===== config.mk =====
export PLATFORM = sky130hd
export DESIGN_NAME = hamming_pair_decoder
export DESIGN_NICKNAME = d
export VERILOG_FILES = /design/src/rtl/hamming_pkg.sv /design/src/rtl/hamming_syndrome.sv /design/src/rtl/hamming_pair_decoder.sv
export SDC_FILE = /design/constraint.sdc
export NUM_CORES = 1
export LEC_CHECK = 0
export ABC_AREA = 1
export BUFFER_PORTS_ARGS = -buffer_cell sky130_fd_sc_hd__buf_2
export CORE_MARGIN = 8
export CORE_UTILIZATION = 45
export DETAILED_ROUTE_END_ITERATION = 10
export PLACE_DENSITY = 0.75
export REMOVE_ABC_BUFFERS = 1
export SLEW_MARGIN = 20
export SYNTH_ARGS = -nofsm -noshare
export SYNTH_HDL_FRONTEND = slang
export SYNTH_SLANG_ARGS = --single-unit

===== constraint.sdc =====
create_clock -name clk -period 1.35 [get_ports clk]
set_clock_uncertainty 0.15 [all_clocks]
set_input_delay 0.405 -clock clk [delete_from_list [all_inputs] [get_ports clk]]
set_output_delay 0.405 -clock clk [all_outputs]
set_load 0.05 [all_outputs]

===== src/rtl/hamming_pkg.sv =====
// Shared definitions for the even-parity Hamming(7,4) code: bit positions,
// parity coverage masks and helpers used by both encoder and decoder.
package hamming_pkg;

    localparam int P1     = 1;
    localparam int P2     = 2;
    localparam int P4     = 4;
    localparam int D0_POS = 3;
    localparam int D1_POS = 5;
    localparam int D2_POS = 6;
    localparam int D3_POS = 7;

    // Bit k-1 of a codeword holds Hamming position k.
    localparam logic [6:0] MASK_P1 = 7'b1010101;
    localparam logic [6:0] MASK_P2 = 7'b1100110;
    localparam logic [6:0] MASK_P4 = 7'b1111000;

    typedef struct packed {
        logic [6:0] cw;
        logic [2:0] syn;
    } stage1_t;

    typedef struct packed {
        logic [3:0] data;
        logic       err;
        logic [2:0] syn;
    } stage2_t;

    function automatic logic [2:0] calc_syndrome(input logic [6:0] cw);
        return {^(cw & MASK_P4), ^(cw & MASK_P2), ^(cw & MASK_P1)};
    endfunction

    function automatic logic [3:0] extract_data(input logic [6:0] cw);
        return {cw[D3_POS-1], cw[D2_POS-1], cw[D1_POS-1], cw[D0_POS-1]};
    endfunction

    // A nonzero syndrome names the position to invert; double errors miscorrect.
    function automatic logic [6:0] correct_word(input logic [6:0] cw, input logic [2:0] syn);
        logic [6:0] flip;
        flip = (syn != 3'd0) ? (7'b0000001 << (syn - 3'd1)) : 7'd0;
        return cw ^ flip;
    endfunction

    function automatic logic [6:0] encode_nibble(input logic [3:0] d);
        logic [6:0] cw;
        cw            = 7'd0;
        cw[D0_POS-1]  = d[0];
        cw[D1_POS-1]  = d[1];
        cw[D2_POS-1]  = d[2];
        cw[D3_POS-1]  = d[3];
        cw[P1-1]      = ^(cw & MASK_P1);
        cw[P2-1]      = ^(cw & MASK_P2);
        cw[P4-1]      = ^(cw & MASK_P4);
        return cw;
    endfunction

endpackage


===== src/rtl/hamming_syndrome.sv =====
// Combinational syndrome generator: 7-bit codeword in, {c4,c2,c1} out.
module hamming_syndrome
    import hamming_pkg::*;
(
    input  logic [6:0] cw,
    output logic [2:0] syn
);

    assign syn = calc_syndrome(cw);

endmodule


===== src/rtl/hamming_pair_decoder.sv =====
// Two-stage Hamming(7,4) decoder with valid/ready flow control and a
// saturating count of words that needed correction.
module hamming_pair_decoder
    import hamming_pkg::*;
#(
    parameter int CNT_W = 8
) (
    input  logic             clk,
    input  logic             reset,
    input  logic             s_valid,
    input  logic [6:0]       s_data,
    output logic             s_ready,
    output logic             m_valid,
    output logic [3:0]       m_data,
    output logic             m_err,
    output logic [2:0]       m_syn,
    input  logic             m_ready,
    input  logic             cnt_clr,
    output logic [CNT_W-1:0] err_cnt
);

    localparam logic [CNT_W-1:0] CNT_MAX = '1;

    logic             v1_q, v1_d;
    logic             v2_q, v2_d;
    stage1_t          s1_q, s1_d;
    stage2_t          s2_q, s2_d;
    logic [CNT_W-1:0] cnt_q, cnt_d;
    logic             adv1, adv2, in_fire;
    logic [2:0]       in_syn;

    hamming_syndrome u_syndrome (
        .cw  (s_data),
        .syn (in_syn)
    );

    always_comb begin
        // NOTE: every signal gets its hold value first so no path can infer a latch.
        v1_d  = v1_q;
        v2_d  = v2_q;
        s1_d  = s1_q;
        s2_d  = s2_q;
        cnt_d = cnt_q;

        adv2    = !v2_q || m_ready;
        adv1    = !v1_q || adv2;
        in_fire = s_valid && adv1;

        if (adv1) begin
            v1_d = s_valid;
            if (in_fire) begin
                s1_d.cw  = s_data;
                s1_d.syn = in_syn;
            end
        end

        if (adv2) begin
            v2_d = v1_q;
            if (v1_q) begin
                s2_d.data = extract_data(correct_word(s1_q.cw, s1_q.syn));
                s2_d.err  = |s1_q.syn;
                s2_d.syn  = s1_q.syn;
            end
        end

        // Clear has priority over a coincident increment.
        if (cnt_clr) begin
            cnt_d = '0;
        end else if (in_fire && (in_syn != 3'd0) && (cnt_q != CNT_MAX)) begin
            cnt_d = cnt_q + 1'b1;
        end
    end

    // NOTE: state flops use non-blocking assignment; the reset is synchronous and
    // also clears the payload registers so outputs are defined straight after reset.
    always_ff @(posedge clk) begin
        if (!reset) begin
            v1_q  <= 1'b0;
            v2_q  <= 1'b0;
            s1_q  <= '0;
            s2_q  <= '0;
            cnt_q <= '0;
        end else begin
            v1_q  <= v1_d;
            v2_q  <= v2_d;
            s1_q  <= s1_d;
            s2_q  <= s2_d;
            cnt_q <= cnt_d;
        end
    end

    assign s_ready = adv1;
    assign m_valid = v2_q;
    assign m_data  = s2_q.data;
    assign m_err   = s2_q.err;
    assign m_syn   = s2_q.syn;
    assign err_cnt = cnt_q;

endmodule


# [Word level (Yosys, flattened, before mapping)]
# Index checks and enable logic that the tools add are counted.
# Widths: inputs -> output; s select.
[word_totals] ramBits=0 regBits=28 latchBits=0 mem_bits_ro=0 n_memories=0 wordCells=31 inputBits=12 output_inout_bits=18
[op_classes] muxes=1 bitwise_logic=2 n_eq_ne=1 reduce_logical=16 div_mod_pow=0 mul=0 magnitude_cmp=0 n_shift=1 addsub=2
[ops] operator="$reduce_xor 7->1" count=3
[ops] operator="$add 8x1->8 const B" count=1
[ops] operator="$ne 8x8->1 const B" count=1
[ops] operator="$mux 7" count=1
[ops] operator="$shl 1x3->7 const A" count=1
[ops] operator="$xor 7x7->7" count=1
[ops] operator="$reduce_bool 3->1" count=2
[ops] operator="$reduce_and 2->1" count=2
[ops] operator="$logic_and 1x1->1" count=3
[ops] operator="$reduce_or 3->1" count=1
[ops] operator="$sub 3x1->3 const B" count=1
[ops] operator="$logic_not 1->1" count=2
[ops] operator="$logic_or 1x1->1" count=2
[ops] operator="$reduce_or 2->1" count=1
[ops] operator="$not 1->1" count=1

# [Depth between registers and ports, before layout]
# Gate-level depths: netlist of the first run.
[depth] word_depth=6 depth_mapped=11 mapped_depth_nobuf=11

# [Hierarchy]
# Synthesis of the first run repeated with hierarchy kept, for this count alone.
[hier_totals] cells_unflattened=203 area_unflattened_um2=1311.3
[by_module_without_submodules] mod="hamming_pair_decoder" cells_per_inst=160 instances=1 area_per_inst_um2=1144.8 seq_area_each_um2=500.5
[by_module_without_submodules] mod="hamming_syndrome" cells_per_inst=43 instances=1 area_per_inst_um2=166.4 seq_area_each_um2=0.0

# [Worst setup path after synthesis of the first run]
# OpenSTA, ideal clock, no wires.
[synth_path] path_kind="flip-flop to flip-flop" start="register v2_q (netlist: m_valid)" end="register s1_q[0] (netlist name)" stages_incl_launch_ff=7 path_buffers=1 setup_time_ns=0.116 path_slack_ns=-0.941 t_arrival_ns=2.024 t_required_ns=1.084 period_less_slack_ns=2.291 cell_sequence="dfxtp_1 nand3_1 nand2_1 inv_2 buf_2 o211ai_1 inv_1"
[synth_between] elab_chain_len=5
[synth_rtl] element="start, declared" line_no="hamming_pair_decoder.sv:25" text="logic v2_q, v2_d;"
[synth_rtl] element="start signal, assigned" line_no="hamming_pair_decoder.sv:85" text="v2_q <= v2_d;"
[synth_rtl] element="$logic_not 1->1 *" line_no="hamming_pair_decoder.sv:45" text="adv2 = !v2_q || m_ready;"
[synth_rtl] element="$logic_or 1x1->1 *" line_no="hamming_pair_decoder.sv:45"
[synth_rtl] element="$logic_or 1x1->1 *" line_no="hamming_pair_decoder.sv:46" text="adv1 = !v1_q || adv2;"
[synth_rtl] element="net s_ready" line_no="hamming_pair_decoder.sv:12" text="output logic s_ready,"
[synth_rtl] element="$logic_and 1x1->1" line_no="hamming_pair_decoder.sv:47" text="in_fire = s_valid && adv1;"
[synth_rtl] element="$reduce_and 2->1 (no line) *"
[synth_rtl] element="end signal, assigned" line_no="hamming_pair_decoder.sv:80" text="s1_q <= '0;"
[synth_rtl] element="end signal, assigned" line_no="hamming_pair_decoder.sv:86" text="s1_q <= s1_d;"
[synth_rtl] element="end, declared" line_no="hamming_pair_decoder.sv:26" text="stage1_t s1_q, s1_d;"
# Mark *: on every way through the listed nets, which the timed path passes. The rest lies on a longest branch.
# A chain may end at the register's enable or synchronous reset.

# [Final worst setup path of the first run]
[layout_path] start="register cnt_q[1] (netlist: err_cnt[1])" end="register cnt_q[7] (netlist: err_cnt[7])"
[layout_between] elab_chain_len=2 elab_cells_between_ends=3 cone_classes="1 x add/sub; 1 x eq/ne; 1 x reduce/logical"
[layout_rtl] element="start, declared" line_no="hamming_pair_decoder.sv:28" text="logic [CNT_W-1:0] cnt_q, cnt_d;"
[layout_rtl] element="start signal, assigned" line_no="hamming_pair_decoder.sv:88" text="cnt_q <= cnt_d;"
[layout_rtl] element="branches (longest 2 deep; another with $add 8x1->8)"
# Several ways; the timed one is not identified.

==> results of run 1 <==
[layout make-up]
| cell class | instances | area (um2) |
|---|---|---|
| multi-input cells | 117 | 727 |
| fillers | 184 | 654 |
| repair buffers | 64 | 614 |
| flip-flops and latches | 25 | 538 |
| inverters | 22 | 82.6 |
| well taps | 31 | 38.8 |
| clock buffers | 3 | 22.5 |
| clock inverters | 1 | 8.76 |
[worst max-delay path, cell delays in order (launching register included)]
cell	delay (ns)
dfxtp_4	0.40
buf_6	0.10
nand3_1	0.16
nor2_2	0.17
and3_4	0.22
nand3_1	0.11
nand2_1	0.10
inv_1	0.06
nor2_1	0.13
[cells by family after synthesis]
group                    Yosys count
AND/OR/NAND/NOR                   69
AO/OA/AOI/OAI                     35
adder cells (fa/ha/maj)            1
XOR/XNOR                          12
flip-flops                        25
buffers and inverters             25
[sequential cells by signal, indices dropped and copies added (netlist names)]
signal and cells:
m_syn 3, m_err 1, m_data 4, m_valid 1, v1_q 1, s1_q 7
err_cnt 8
[power breakdown]
group	switching (mW)	leakage (nW)	internal [mW]	total, mW
clock network	0.256	0.0183	0.121	0.377
registers	0.0380	0.215	0.772	0.810
logic	0.252	0.695	0.173	0.426
[worst min path at each step]
stage                     depth (start not counted)  startpoint        to
after floorplan                                   2     s1_q[2]  m_syn[2]
after global placement                            2    m_syn[0]  m_syn[0]
after detailed placement                          2    m_syn[0]  m_syn[0]
after CTS                                         4     m_ready   m_valid
after global routing                              4     m_ready   m_valid
final                                             4     m_ready   m_valid
[synth_stat cells, drive strengths merged]
| library cell | n |
|---|---|
| a211oi | 1 |
| a21oi | 20 |
| and3 | 1 |
| buf | 2 |
| clkbuf | 1 |
| clkinv | 1 |
| dfxtp | 25 |
| ha | 1 |
| inv | 21 |
| nand2 | 32 |
| nand3 | 10 |
| nand4 | 7 |
| nor2 | 17 |
| nor3 | 2 |
| o211ai | 1 |
| o21ai | 13 |
| xnor2 | 5 |
| xor2 | 7 |
[repair_timing]
item / 4_1_cts / 5_1_grt
setup buffers: 7 / 6
hold buffers: 0 / 0
setup endpoints to repair: 26 / 30
pin swaps: 16 / 11
gates resized for setup: 89 / 15
[layer usage]
metal	GRT usage	vias to the layer above	wire length (um)
li1	-	687	-
met2	0.268	82	2110
met1	0.177	626	1560
met5	0	-	0
met4	0.0844	0	277
met3	0.0213	30	318
==> impl_metrics.py, run 1 <==
metrics = {
    "status": {
        "status": "complete, but fails checks",
        "violations": "setup timing",
    },
    "clock_network": {
        "cts_tree": "built",
        "cts.sinks": 25,
        "clk-insertion-delay-late_ns": 0.33,
        "cts_made_buffers": 3,
        "clk_pin_slew_ns": 0.16,
        "cts_root_buffer": "clkbuf_4",
        "cts_buffer_depth": 2,
        "htree_levels": 1,
    },
    "placement": {
        "place_congestion": 0.900,
        "port_buffers": 29,
        "place_inst": 246,
        "place_area_mm2": 0.00157,
        "dp_hpwl_um": 2120,
        "pre_cts_slack_ns": -0.331,
    },
    "power_and_ir_drop": {
        "worst_ir_drop_vdd_v": 0.000748,
        "power_density_mw_per_mm2": 793,
        "total_power_mw": 1.61,
        "p_leak_nw": 0.928,
    },
    "timing": {
        "slew_headroom": 0.746,
        "finalHoldViolations": 0,
        "fin_ws_ns": -0.307,
        "rsz0062_at_grt": "true",
        "setup-violations-final": 27,
        "whs_ns": 0.190,
        "period_needed_ns": 1.66,
        "finalMaxSlewViolations": 0,
        "fin_crit_sh": 1.23,
        "max_slew.worst_pin.slew_ns": 0.377,
        "tns_ns": -3.29,
        "max_freq_mhz": 603,
    },
    "critical_path": {
        "r2r_slack_ns": -0.31,
        "r2r-end": "err_cnt[7]",
        "arrival_ns": 1.78,
        "crit_path_start": "err_cnt[1]",
        "path_class": "flop to flop",
        "cp.required_ns": 1.47,
        "r2r_start": "err_cnt[1]",
        "cp-end-kind": "flop",
        "cp-start-kind": "flop",
        "worst-path-max-fanout": 3,
        "cp-endpoint": "err_cnt[7]",
        "r2r_cells": 8,
    },
    "floorplan": {
        "die_y_um": 68.4,
        "die-width_um": 68.4,
        "dieArea_mm2": 0.00467,
        "core_mm2": 0.00269,
        "initial_core_util": 0.459,
        "placementRows": 19,
        "io_pins": 30,
    },
    "route": {
        "drt_iter0_drc": 110,
        "dr.pass1.iters": 5,
        "postRouteAntennaNets": 0,
        "drc": 0,
        "vias": 1425,
        "drt-wirelength-per-cell_um": 16.2,
        "routed_wl_um": 4260,
        "drt-vias-per-instance": 5.42,
    },
    "cells_and_area": {
        "fin_area_mm2": 0.00203,
        "drive_gt1_frac": 0.478,
        "antenna_cells": 0,
        "layout_common_cells": "27 x buf_4, 26 x nand2_1, 18 x a21oi_1",
        "fin_nets": 246,
        "instances_no_fill": 263,
        "final_common_cell": "buf_4",
        "area_growth_syn_to_layout_pct": 64.7,
        "fin_util": 0.756,
    },
    "min_path": {
        "hold_path.class": "input pin to flop",
    },
    "logic_synthesis": {
        "synth_xor_area_frac": 0.0852,
        "seq_area_frac_synth": 0.406,
        "synthAdderAreaFrac": 0.0101,
        "synth_top_area_frac": 0.406,
        "synthCells": 167,
        "ys_ff_latch": 25,
        "synth-simple-area-share": 0.275,
        "synth_area_leaders": "dfxtp_1 41%, nand2_1 9.4%, a21oi_1 8.1%",
        "syn_avg_cell_area_um2": 7.39,
        "synth_compound_area_frac": 0.146,
        "synth_cell_types": 25,
        "yosysTopAreaCell": "dfxtp_1",
        "synth_top_family_by_area": "simple AND/OR/NAND/NOR gates",
        "netlist_area_mm2": 0.00123,
        "yosysWarnings": 0,
        "muxShareOfSynthArea": 0,
    },
    "global_routing": {
        "first_global_vias": 1280,
        "antenna_found_initial": 0,
        "grt_remaining_overflow": 0,
        "grt_pass1_wl_um": 5490,
        "grt.total_usage": 0.154,
        "grt_max_degree": 17,
    },
    "job": {
        "drv_cap": 0,
    },
}
(Power assumes the default switching activity.)
==> run 2: changes to the inputs <==
SKIP_CTS_REPAIR_TIMING = 1   (was default)
==> run 2 against run 1 <==
Compared with the run above: hold slack better by 0.0096 ns; routed wire length decreased by 16%; first-iteration DRC count rose by 4.5%; utilization decreased by 2.7 points; register-to-register slack better by 0.05 ns; critical endpoint is now err_cnt[6]; critical path depth fell by 1; the flow still finishes with violations (setup timing); fmax grew 3.3%; die area unchanged; global-route usage is 2.9 points lower; critical path type unchanged; flip-flop and latch count unchanged; clock-buffer cell count is the same.
==> impl_metrics.py, run 2 (synthesis gave the netlist of run 1 again) <==
metrics = {
    "timing": {
        "slew_headroom": 0.845,
        "rsz0062_at_grt": "true",
        "fin_crit_sh": 1.19,
        "setup-violations-final": 26,
        "max_freq_mhz": 623,
        "whs_ns": 0.200,
        "period_needed_ns": 1.60,
        "finalHoldViolations": 0,
        "finalMaxSlewViolations": 0,
        "fin_ws_ns": -0.255,
        "max_slew.worst_pin.slew_ns": 0.232,
    },
    "critical_path": {
        "slowest_stage": "dfxtp_2",
        "arrival_ns": 1.73,
        "path_class": "flop to flop",
        "r2r_slack_ns": -0.25,
        "r2r-end": "err_cnt[6]",
        "cp_top_family": "simple AND/OR/NAND/NOR gates",
        "cp-end-kind": "flop",
        "r2r_cells": 7,
        "max_stage_delay_ns": 0.38,
        "cp.required_ns": 1.47,
        "path_buf_inv": 1,
        "worstPathCellList": "ha_4 -> nand3_4 -> nor2_4 -> buf_6 -> xor2_1 -> nand4_1 -> a21oi_2",
        "cp-start-kind": "flop",
        "r2r_start": "err_cnt[1]",
        "worst-path-max-fanout": 3,
    },
    "cells_and_area": {
        "largest_reg_flops": 8,
        "area_growth_syn_to_layout_pct": 58.8,
        "fin_area_mm2": 0.00196,
        "antenna_cells": 0,
        "drive_gt1_frac": 0.445,
        "fin_nets": 243,
        "instances_no_fill": 260,
        "layout_common_cells": "27 x nand2_1, 27 x buf_4, 19 x a21oi_1",
        "fin_util": 0.729,
    },
    "route": {
        "drt_iter0_drc": 115,
        "routed_wl_um": 3590,
        "drt-wirelength-per-cell_um": 13.8,
        "dr.pass1.iters": 4,
        "drt-vias-per-instance": 5.14,
        "drc": 0,
        "postRouteAntennaNets": 0,
        "vias": 1336,
    },
    "clock_network": {
        "cts_made_buffers": 3,
        "htree_levels": 1,
        "cts_tree": "built",
        "clk-insertion-delay-late_ns": 0.33,
        "cts.sinks": 25,
        "cts_buffer_depth": 2,
        "clk_pin_slew_ns": 0.15,
        "cts_root_buffer": "clkbuf_4",
    },
    "floorplan": {
        "core_mm2": 0.00269,
        "die-width_um": 68.4,
        "io_pins": 30,
        "die_y_um": 68.4,
        "placementRows": 19,
        "initial_core_util": 0.459,
        "dieArea_mm2": 0.00467,
    },
    "global_routing": {
        "grt_pass1_wl_um": 4530,
        "grt_remaining_overflow": 0,
        "first_global_vias": 1113,
        "grt_max_degree": 17,
        "grt.total_usage": 0.125,
        "antenna_found_initial": 0,
    },
    "job": {
        "drv_cap": 0,
    },
    "placement": {
        "place_area_mm2": 0.00157,
        "dp_hpwl_um": 2120,
        "port_buffers": 29,
        "place_congestion": 0.900,
        "place_inst": 246,
    },
    "power_and_ir_drop": {
        "p_leak_nw": 0.910,
        "power_density_mw_per_mm2": 815,
        "worst_ir_drop_vdd_v": 0.000649,
    },
    "min_path": {
        "holdPathStages": 4,
        "hold_path.class": "input pin to flop",
        "min_to": "m_valid",
        "hp-start": "m_ready",
    },
    "status": {
        "violations": "setup timing",
        "status": "complete, but fails checks",
    },
}
## run 2: cell count changes in the layout (fill, tap and decap cells not counted), sizes merged
cell	previous run	this run
buf	64	61
## run 2: worst register-to-register path, delay by kind of cell, from the launching register on
| kind | cells | cell delay [ns] |
|---|---|---|
| adder cells (fa/ha/maj) | 1 | 0.17 |
| AND/OR/NAND/NOR | 3 | 0.41 |
| buffers and inverters | 1 | 0.12 |
| AO/OA/AOI/OAI | 1 | 0.16 |
| flip-flops | 1 | 0.38 |
| XOR/XNOR | 1 | 0.15 |
## run 2: stage by stage
| stage | worst slack [ns] | power [mW] | TNS [ns] |
|---|---|---|---|
| global placement | -0.286 | 1.16 | -2.81 |
| CTS | -0.305 | 1.53 | -5.69 |
| floorplan | -0.886 | 1.05 | -13.54 |
| finish | -0.255 | 1.60 | -3.15 |
| global route | -0.323 | 1.67 | -4.37 |
| detailed placement | -0.331 | 1.17 | -3.00 |
## run 2: how the worst max path moves through the flow
stage               slack, ns    endpoint        from  cells past startpoint
global placement        -0.29  err_cnt[4]   s_data[2]                      8
CTS                     -0.31  err_cnt[5]  err_cnt[5]                      2
floorplan               -0.89  err_cnt[0]     m_valid                      7
global route            -0.32  err_cnt[6]  err_cnt[1]                      7
finish                  -0.25  err_cnt[6]  err_cnt[1]                      7
detailed placement      -0.33  err_cnt[3]   s_data[2]                      8
## run 2: area by class of cell
type                    instances  area, um2
flip-flops and latches         25        533
repair buffers                 61        573
well taps                      31       38.8
multi-input cells             117        701
clock inverters                 1       8.76
inverters                      22       82.6
clock buffers                   3       22.5
fillers                       213        727
## run 2: metal layers
metal,track usage,vias up,part of all wire
li1,-,680,-
met1,0.154,587,0.43
met2,0.196,57,0.49
met3,0.0164,12,0.045
met4,0.0895,0,0.036
met5,0,-,0
## run 2: power breakdown
group	internal, mW	switching [mW]	leakage [nW]	total, mW
registers	0.775	0.0363	0.214	0.812
clock network	0.121	0.253	0.0183	0.374
logic	0.168	0.242	0.678	0.410
total	1.06	0.531	0.910	1.60
==> run 3: changes to the inputs <==
ABC_AREA = default   (was 1)
CORE_UTILIZATION = 27   (was 45)
PLACE_DENSITY = 0.51   (was 0.75)
==> run 3 against run 2 <==
Compared with the run above: the run still ends with setup timing left; clock-buffer cell count unchanged; power up 14%; largest cell class unchanged; register-to-register slack got worse by 0.23 ns; combinational power is 32% higher.
==> impl_metrics.py, run 3 <==
metrics = {
    "route": {
        "drc": 0,
        "drt-wirelength-per-cell_um": 15.6,
        "drt-vias-per-instance": 4.97,
        "drt_iter0_drc": 43,
        "dr.pass1.iters": 4,
        "postRouteAntennaNets": 0,
        "vias": 1282,
        "routed_wl_um": 4020,
    },
    "timing": {
        "rsz0062_at_grt": "true",
        "fin_crit_sh": 1.36,
        "setup-violations-final": 21,
        "max_freq_mhz": 544,
        "period_needed_ns": 1.84,
        "fin_ws_ns": -0.488,
        "slew_headroom": 0.801,
        "finalMaxSlewViolations": 0,
        "max_slew.worst_pin.slew_ns": 0.297,
        "finalHoldViolations": 0,
    },
    "cells_and_area": {
        "instances_no_fill": 258,
        "drive_gt1_frac": 0.636,
        "largest_reg_flops": 8,
        "fin_nets": 220,
        "final_common_cell": "buf_4",
        "layout_common_cells": "29 x buf_4, 20 x buf_6, 18 x dfxtp_2",
        "n_fill_cell": 395,
        "fin_area_mm2": 0.00229,
        "antenna_cells": 0,
        "area_growth_syn_to_layout_pct": 89.6,
    },
    "power_and_ir_drop": {
        "clockPowerShare": 0.253,
        "power_density_mw_per_mm2": 793,
        "p_sw_uw": 556,
        "p_leak_nw": 0.996,
        "combinationalPowerShare": 0.298,
        "p_int_mw": 1.26,
        "worst_ir_drop_vdd_v": 0.000466,
        "p_seq_frac": 0.448,
        "sw_frac_of_total": 0.307,
    },
    "floorplan": {
        "io_pins": 30,
        "dieArea_mm2": 0.00686,
        "die_y_um": 82.8,
        "core_mm2": 0.00432,
        "initial_core_util": 0.279,
        "die-width_um": 82.8,
        "placementRows": 24,
    },
    "logic_synthesis": {
        "netlist_area_mm2": 0.00121,
        "synthCells": 138,
        "synth_edf_count": 0,
        "synth_most_common_cell": "dfxtp_1",
        "synth_area_leaders": "dfxtp_1 41%, nand2_1 6.8%, o211a_1 6.6%",
        "synth_ff_type": "dfxtp_1",
        "synth_cell_types": 27,
        "synth_compound_area_frac": 0.186,
        "synth_top_area_frac": 0.415,
        "synth-simple-area-share": 0.249,
        "muxShareOfSynthArea": 0.0332,
        "synth_top_family_by_area": "simple AND/OR/NAND/NOR gates",
        "async_flop_share": 0,
        "yosysWarnings": 0,
        "syn_avg_cell_area_um2": 8.74,
        "seq_area_frac_synth": 0.415,
        "yosysTopAreaCell": "dfxtp_1",
        "synth_xor_area_frac": 0.0726,
        "ys_ff_latch": 25,
        "ys_top_cells_by_count": "25 x dfxtp_1, 22 x nand2_1, 8 x nand3_1, 8 x o211a_1, 8 x xnor2_1",
        "synthAdderAreaFrac": 0.0104,
    },
    "placement": {
        "place_area_mm2": 0.00162,
        "port_buffers": 29,
        "place_inst": 244,
        "dp_hpwl_um": 2660,
        "place_congestion": 0.758,
    },
    "critical_path": {
        "path_class": "flop to flop",
        "cp-end-kind": "flop",
        "path_buf_inv": 0,
        "worstPathCellList": "ha_4 -> nand2_4 -> nor3_4 -> or4_4 -> or4_1 -> nand2_1",
        "worst-path-max-fanout": 3,
        "cp-start-kind": "flop",
        "r2r_start": "err_cnt[0]",
        "crit_path_start": "err_cnt[0]",
        "cp.required_ns": 1.42,
        "arrival_ns": 1.91,
        "slowest_stage": "or4_4",
        "max_stage_delay_ns": 0.51,
        "cp_top_family": "simple AND/OR/NAND/NOR gates",
    },
    "job": {
        "drv_cap": 0,
    },
    "min_path": {
        "hp-start": "s_data[4]",
        "hold_path.class": "input pin to flop",
    },
    "clock_network": {
        "cts_made_buffers": 3,
        "cts_buffer_depth": 2,
        "htree_levels": 1,
        "cts_root_buffer": "clkbuf_8",
        "clk_pin_slew_ns": 0.09,
        "cts_tree": "built",
        "cts.sinks": 25,
        "clk-insertion-delay-late_ns": 0.27,
    },
    "global_routing": {
        "grt_pass1_wl_um": 5450,
        "grt.total_usage": 0.0913,
        "grt_max_degree": 18,
        "first_global_vias": 1205,
        "grt_remaining_overflow": 0,
        "antenna_found_initial": 0,
    },
    "status": {
        "status": "complete, but fails checks",
        "violations": "setup timing",
    },
}
==> run 3: cell types whose count changed in the layout (fill, tap and decap cells not counted), moves of 6 or more <==
cell     before  now
o211a_1       0    8
nand2_1      27   17
nor2_1       13    1
buf_6         8   20
a21oi_1      19    2
inv_1        17    2
o21ai_0       8    2
nand4_1       7    0
==> run 3: through the flow <==
step | power, mW | utilization | worst slack (ns) | hold slack, ns | TNS (ns)
after floorplan | 1.02 | - | -1.08 | 0.299 | -14.04
after global placement | 1.16 | 0.375 | -0.738 | 0.316 | -6.89
after detailed placement | 1.17 | 0.375 | -0.820 | 0.321 | -7.77
after CTS | 1.62 | 0.387 | -0.560 | 0.251 | -7.03
after global routing | 1.91 | 0.529 | -0.537 | 0.270 | -4.85
final | 1.81 | 0.529 | -0.488 | 0.268 | -3.60
==> run 3: per-layer routing <==
layer  share of wire  global-route usage  vias to the layer above
met1            0.38              0.0976                      627
li1                -                   -                      629
met2            0.56               0.163                       24
met3           0.049              0.0381                        2
met5               0                   0                        -
met4          0.0035              0.0192                        0
==> run 3: final cells by class <==
type,count,area [um2],area share
multi-input combinational,105,958,0.419
clock inverter,1,7.51,0.00328
inverter,2,7.51,0.00328
tap,52,65.1,0.0284
sequential,25,527,0.230
clock buffer,3,41.3,0.0181
timing repair buffer,70,681,0.298
==> run 3: worst reg2reg max path, cell delays in order (launching register included) <==
cell and delay, ns:
dfxtp_2 0.34, ha_4 0.17, nand2_4 0.08, nor3_4 0.05, or4_4 0.51, or4_1 0.40, nand2_1 0.08
==> run 3: kinds of logic (layout without fill, tap and decap cells) <==
kind of cell	Yosys count	after routing
xor gates and xnor gates	10	10
adders and majority gates	1	1
DFF	25	25
muxes	4	4
buffers and inverters	9	76
AOI/OAI and AO/OA	31	32
and+or+nand+nor	58	58
==> run 3: path summary, 6_finish.rpt <==
check / endpoint / cells past startpoint / slack (ns)
max: err_cnt[5] / 6 / -0.49
min: s1_q[7] / 3 / 0.27
max reg2reg: err_cnt[5] / 6 / -0.49
min reg2reg: s1_q[9] / 2 / 0.33
==> run 3: power by group through the flow <==
stage / logic, mW / clock network (mW) / registers [mW]
after floorplan: 0.137 / 0 / 0.879
after global placement: 0.341 / 0 / 0.819
after detailed placement: 0.347 / 0 / 0.821
after CTS: 0.348 / 0.471 / 0.804
after global routing: 0.572 / 0.515 / 0.820
final: 0.541 / 0.459 / 0.814
